File: src/rtl/pipe_ctrl_pkg.sv
// Shared definitions for the pipeline control unit.
// The hazard unit, the control unit and the testbench all import this so the
// state encoding and the legal latency range come from one place.
package pipe_ctrl_pkg;

  // Control FSM states, 2-bit encoding.
  typedef enum logic [1:0] {
    RUN      = 2'd0,
    RET_WAIT = 2'd1,
    FLUSH    = 2'd2,
    HALTED   = 2'd3
  } state_e;

  // Legal range for RET_LAT and FLUSH_CYC.
  localparam int LAT_MIN = 1;
  localparam int LAT_MAX = 7;

  // Width of the internal down-counter; it must hold LAT_MAX.
  localparam int LAT_W = 3;

  // True when a latency parameter lies in the supported range.
  function automatic logic lat_in_range(input int v);
    return (v >= LAT_MIN) && (v <= LAT_MAX);
  endfunction

endpackage

File: src/rtl/pipe_ctrl_unit_sat_counter.sv
// Saturating up-counter.
// Ports:
//   clk   - clock
//   rst   - asynchronous active-high reset, clears count
//   inc   - increment request, sampled on the rising clock edge
//   count - current value; holds at all-ones instead of wrapping
module sat_counter #(
  parameter int W = 16
) (
  input  logic         clk,
  input  logic         rst,
  input  logic         inc,
  output logic [W-1:0] count
);

  localparam logic [W-1:0] MAX_VAL = {W{1'b1}};

  logic [W-1:0] count_q;
  logic [W-1:0] count_d;

  always_comb begin
    count_d = count_q;
    if (inc && (count_q != MAX_VAL)) begin
      count_d = count_q + W'(1);
    end
  end

  always_ff @(posedge clk or posedge rst) begin
    if (rst) begin
      count_q <= '0;
    end else begin
      count_q <= count_d;
    end
  end

  assign count = count_q;

endmodule

File: src/rtl/pipe_ctrl_unit.sv
// Pipeline control unit: consumes hazard/branch/halt status and sequences
// PC and IF/ID stalls, IF/ID flushes and ID/EX bubbles.
// Ports:
//   clk, rst          - clock, asynchronous active-high reset
//   data_hazard       - load-use style hazard, stalls while high
//   PC_hazard         - return target pending, starts a RET_LAT wait
//   branch_taken      - EX resolved a taken branch, flushes wrong path
//   halt              - HLT in ID, stops the core until reset
//   PC_stall          - hold PC
//   IF_ID_stall       - hold IF/ID register
//   IF_ID_flush       - load NOP into IF/ID
//   ID_EX_bubble      - load NOP into ID/EX
//   PC_update         - one-cycle pulse when the return target is valid
//   halted            - core halted (sticky until reset)
//   stall_count       - saturating count of PC_stall cycles
// All 1-bit outputs are combinational from state, counter and inputs so a
// hazard stalls the pipe in the same cycle it appears.
module pipe_ctrl_unit
  import pipe_ctrl_pkg::*;
#(
  parameter int RET_LAT   = 3,
  parameter int FLUSH_CYC = 1,
  parameter int CNT_W     = 16
) (
  input  logic             clk,
  input  logic             rst,
  input  logic             data_hazard,
  input  logic             PC_hazard,
  input  logic             branch_taken,
  input  logic             halt,
  output logic             PC_stall,
  output logic             IF_ID_stall,
  output logic             IF_ID_flush,
  output logic             ID_EX_bubble,
  output logic             PC_update,
  output logic             halted,
  output logic [CNT_W-1:0] stall_count
);

  localparam logic [LAT_W-1:0] RET_LOAD   = LAT_W'(RET_LAT);
  localparam logic [LAT_W-1:0] FLUSH_LOAD = LAT_W'(FLUSH_CYC - 1);
  // With a single flush cycle the branch cycle itself is the whole flush,
  // so there is no FLUSH state to visit.
  localparam logic             USE_FLUSH  = (FLUSH_CYC > 1);

  state_e           state_q, state_d;
  logic [LAT_W-1:0] cnt_q, cnt_d;

  always_comb begin
    state_d      = state_q;
    cnt_d        = cnt_q;
    PC_stall     = 1'b0;
    IF_ID_stall  = 1'b0;
    IF_ID_flush  = 1'b0;
    ID_EX_bubble = 1'b0;
    PC_update    = 1'b0;
    halted       = 1'b0;

    // Outputs stay quiet during reset even if hazard inputs are high.
    if (!rst) begin
      unique case (state_q)
        RUN: begin
          if (halt) begin
            PC_stall     = 1'b1;
            IF_ID_stall  = 1'b1;
            ID_EX_bubble = 1'b1;
            state_d      = HALTED;
          end else if (branch_taken) begin
            // Hazards this cycle belong to the wrong path and are dropped.
            IF_ID_flush  = 1'b1;
            ID_EX_bubble = 1'b1;
            if (USE_FLUSH) begin
              state_d = FLUSH;
              cnt_d   = FLUSH_LOAD;
            end
          end else if (PC_hazard) begin
            PC_stall     = 1'b1;
            IF_ID_stall  = 1'b1;
            ID_EX_bubble = 1'b1;
            state_d      = RET_WAIT;
            cnt_d        = RET_LOAD;
          end else if (data_hazard) begin
            PC_stall     = 1'b1;
            IF_ID_stall  = 1'b1;
            ID_EX_bubble = 1'b1;
          end
        end

        RET_WAIT: begin
          IF_ID_stall  = 1'b1;
          ID_EX_bubble = 1'b1;
          if (cnt_q <= LAT_W'(1)) begin
            // Target is valid: let the PC load it and clear PC_hazard.
            PC_update   = 1'b1;
            IF_ID_flush = 1'b1;
            state_d     = RUN;
            cnt_d       = '0;
          end else begin
            PC_stall = 1'b1;
            cnt_d    = cnt_q - LAT_W'(1);
          end
        end

        FLUSH: begin
          IF_ID_flush = 1'b1;
          if (branch_taken) begin
            cnt_d = FLUSH_LOAD;
          end else if (cnt_q <= LAT_W'(1)) begin
            state_d = RUN;
            cnt_d   = '0;
          end else begin
            cnt_d = cnt_q - LAT_W'(1);
          end
        end

        HALTED: begin
          halted       = 1'b1;
          PC_stall     = 1'b1;
          IF_ID_stall  = 1'b1;
          ID_EX_bubble = 1'b1;
        end

        default: begin
          state_d = RUN;
          cnt_d   = '0;
        end
      endcase
    end
  end

  always_ff @(posedge clk or posedge rst) begin
    if (rst) begin
      state_q <= RUN;
      cnt_q   <= '0;
    end else begin
      state_q <= state_d;
      cnt_q   <= cnt_d;
    end
  end

  sat_counter #(
    .W(CNT_W)
  ) u_stall_cnt (
    .clk  (clk),
    .rst  (rst),
    .inc  (PC_stall),
    .count(stall_count)
  );

endmodule
File: config.mk
export PLATFORM = sky130hd
export DESIGN_NAME = pipe_ctrl_unit
export DESIGN_NICKNAME = d
export VERILOG_FILES = /design/src/rtl/pipe_ctrl_pkg.sv /design/src/rtl/pipe_ctrl_unit_sat_counter.sv /design/src/rtl/pipe_ctrl_unit.sv
export SDC_FILE = /design/constraint.sdc
export NUM_CORES = 1
export LEC_CHECK = 0
export ABC_CLOCK_PERIOD_IN_PS = 1800
export CAP_MARGIN = 20
export CORE_MARGIN = 5
export CORE_UTILIZATION = 47
export CTS_BUF_LIST = sky130_fd_sc_hd__clkbuf_4
export DETAILED_ROUTE_END_ITERATION = 7
export GPL_TIMING_DRIVEN = 1
export MAX_ROUTING_LAYER = met4
export PLACE_DENSITY = 0.86
export SYNTH_ARGS = -nofsm -noshare
export SYNTH_HDL_FRONTEND = slang
export SYNTH_SLANG_ARGS = --single-unit
File: constraint.sdc
create_clock -name clk -period 1.8 [get_ports clk]
set_input_delay 0.18 -clock clk [delete_from_list [all_inputs] [get_ports clk]]
set_output_delay 0.18 -clock clk [all_outputs]
set_load 0.005 [all_outputs]
==> reports/metrics.csv <==
stage;metric;value;unit
synth;syn nets;144;
global_route;Total Routing Usage GR;20.9;%
status;violated checks;negative setup slack;
worst_setup_path;CP bufs+invs;3;
synth;Seq/Total Area, Yosys;39.3;%
worst_setup_path;delay-heaviest family, CP;simple AND/OR/NAND/NOR gates;
floorplanning;core footprint;2730;um2
worst_setup_path;RR Endpoint;u_stall_cnt.count[14];
worst_setup_path;Req. time, crit path;2.03;ns
layout;nets;210;
global_route;grt ovf;0;
floorplanning;Starting Density;49.0;%
power;maximum VDD drop;1040;uV
place;Detail Placement HPWL;2540;um
drt;Vias/cell;5.81;
power;net load switching power;1.21;mW
status;status;finished with violations;
floorplanning;Die W;63.4;um
place;global placer's final weighted congestion;0.790;
cts;clk root buf;clkbuf_4;
cts;Sink Count;21;
power;clock power share;8.3;%
cts;htree depth;1;
worst_setup_path;r2r setup slk;-0.27;ns
place;Placed Area;1860;um2
timing;Slew Limit Fails;0;
power;internal power;1.75;mW
worst_setup_path;WP data arrival;2.30;ns
worst_setup_path;critical path class;reg -> reg;
cts;clock slew at reported path FFs;0.12;ns
layout;share of layout cells above drive strength 1;44.6;%
min_path;min-delay worst type;in -> async;
timing;upper clock frequency limit;483;MHz
cts;CTS tree;yes;
place;Port Buf Inserts;27;
global_route;largest net degree at the start of global routing;22;
cts;clock buffer depth;2;
global_route;initial antenna violation count;0;
worst_setup_path;CP startpoint kind;flip-flop;
drt;met2 WL post-DR;2210;um
layout;post-route cell area;2120;um2
floorplanning;Die Height;63.4;um
drt;max layer used;met4;
drt;met1 WL;1670;um
timing;Hold Vio Cnt, Final;0;
synth;mean post-synth cell area;10.3;um2
drt;Routed Antenna Nets;0;
timing;Post-Route Skew;0.00306;ns
synth;Ys Warns;0;
drt;drc violations;0;
worst_setup_path;CP max FO;5;
cts;hold_buf cts;0;
synth;synthesized area;1340;um2
power;leakage;0.975;nW
cts;clk_lat worst skew;0.33;ns
layout;commonest cells after routing, fill and taps aside;28 x buf_4, 21 x clkdlybuf4s50_1, 20 x dfrtp_1;
layout;number of diodes;0;
floorplanning;Die Area;4020;um2
power;Net Sw Frac;41.0;%
drt;drt initial violations;78;
worst_setup_path;Worst path most repeated cell;buf_6;
worst_setup_path;Crit path largest cell delay;0.42;ns
floorplanning;FP Rows;19;
timing;Final period util;115;%
global_route;first-pass GRT wire length;6490;um
floorplanning;io pins;28;
drt;Via Count;1313;
layout;most common cell after layout, fill and taps aside;buf_4;
synth;Mapped Cells;130;
timing;Worst Tran Pin Value;0.369;ns
synth;post-synthesis cell type count;41;
worst_setup_path;crit path max-delay cell type;dfrtp_1;
worst_setup_path;worst path cell trace;buf_6 > ha_4 > or3b_4 > a31oi_4 > buf_6 > buf_6 > nand4_1 > mux2_4;
job;MaxCap Viol Count;0;
drt;DRT Pass-1 Iters;4;
timing;setup ws final;-0.269;ns
timing;RSZ-0062 raised after global routing;yes;
power;Comb pwr share;66.7;%
timing;Slew headroom;75.2;%
worst_setup_path;R2R depth;8;
worst_setup_path;worst r2r src;state_q[0];
cts;CTS buffer count;3;
drt;routed len/inst;19.0;um
drt;Met3 Wirelength;201;um
synth;Yosys reg bits;21;
power;Flop pwr share;25.0;%
timing;Final setup viols;17;
worst_setup_path;CP endpoint kind;flip-flop;
layout;P&R area growth vs syn;58.7;%
timing;fin crit period;2.07;ns
global_route;vias in the first global route;1361;
drt;WL final;4290;um
place;Setup WS pre-CTS;-0.212;ns
power;P per Cell Area;1390;nW/um2
routing by layer:
| layer | track usage, % | vias up |
|---|---|---|
| met5 | - | - |
| met4 | 11.7 | 0 |
| met3 | 3.55 | 19 |
| met2 | 34.0 | 47 |
| met1 | 24.4 | 655 |
| li1 | - | 592 |
cells in the mapped netlist, drive strengths merged:
cell     number  share of area, %
a21boi        2               2.0
nand3         6               2.2
xor2          4               2.6
nor2          9               2.7
dfrtp        21                39
and2          2              0.93
o21ai         6               2.2
o32ai         1               1.2
o21ba         1              0.75
o21a          2               1.1
ha            8               7.5
a31oi         1               1.6
and2b         1              0.56
xnor2         8               5.2
nor3          1              0.37
or3b          2               1.7
or2           1              0.47
nor2b         4               2.1
nand4         8               4.2
nand2b        1              0.47
o2bb2ai       1              0.65
and3b         1              0.65
mux2          5               4.5
nor4b         2               1.8
buf           1              0.84
o41ai         1              0.65
o211ai        2               1.1
nand2        10               2.8
a21oi         6               2.2
and3          1              0.47
inv           8               2.2
and4b         1              0.75
nand3b        1              0.56
nor4          1               1.6
power by group through the flow:
stage	Combinational (mW)	Clock (mW)	Sequential, mW
floorplan	0.769	0	0.736
global placement	1.39	0	0.726
detailed placement	1.47	0	0.735
CTS	1.69	0.236	0.724
global route	2.11	0.272	0.763
finish	1.98	0.246	0.742
flip-flops by register name, summed over array words and instances, names as in the netlist:
signal	count
u_stall_cnt.count	16
state_q	2
cnt_q	3
through the flow:
step | total power [mW] | util, % | cells | hold WS, ns | setup TNS, ns
2_1_floorplan | 1.50 | - | 130 | 0.157 | -0.0671
3_3_place_gp | 2.12 | 67.9 | 213 | 0.483 | -1.25
3_5_place_dp | 2.20 | 67.9 | 213 | 0.503 | -2.18
4_1_cts | 2.65 | 73.6 | 222 | 0.503 | -1.86
5_1_grt | 3.15 | 77.7 | 226 | 0.511 | -3.54
6_report | 2.96 | 77.7 | 226 | 0.481 | -2.68
cell families (layout without fill, tap and decap cells):
| family | count (synthesis) | in the layout | share of synthesized area [%] |
|---|---|---|---|
| buffers and inverters | 9 | 74 | 3.08 |
| multiplexers | 5 | 5 | 4.49 |
| AND/OR/NAND/NOR | 52 | 52 | 24.3 |
| flip-flops | 21 | 21 | 39.3 |
| AO/OA/AOI/OAI | 23 | 23 | 13.6 |
| adder cells (fa/ha/maj) | 8 | 8 | 7.48 |
| XOR/XNOR | 12 | 12 | 7.85 |
worst max path at each step:
stage / from / to / slack (ns) / cells after the start
final: state_q[0] / u_stall_cnt.count[14] / -0.27 / 8
after global placement: cnt_q[0] / PC_stall / -0.16 / 4
after CTS: state_q[0] / u_stall_cnt.count[12] / -0.21 / 8
after floorplan: state_q[1] / u_stall_cnt.count[1] / -0.06 / 6
after detailed placement: cnt_q[1] / u_stall_cnt.count[10] / -0.21 / 7
after global routing: state_q[0] / u_stall_cnt.count[14] / -0.32 / 8
worst min-delay path: stages:
cell	delay, ns
clkdlybuf4s50_1	0.44
buf_4	0.15
buf_4	0.13
inv_1	0.04
buf_4	0.27
timing repair:
item,CTS,global route
setup buffers,5,4
gates resized for setup,41,26
pin swaps,12,9
setup endpoints to repair,20,26
final cells by class:
type	instances	area [um2]
Timing Repair Buffer	62	538
Sequential cell	21	527
Clock buffer	3	22.5
Tap cell	31	38.8
Fill cell	167	609
Clock inverter	1	5.00
Inverter	8	30.0
Multi-Input combinational cell	100	963
Power figures use the tool's default switching activity.
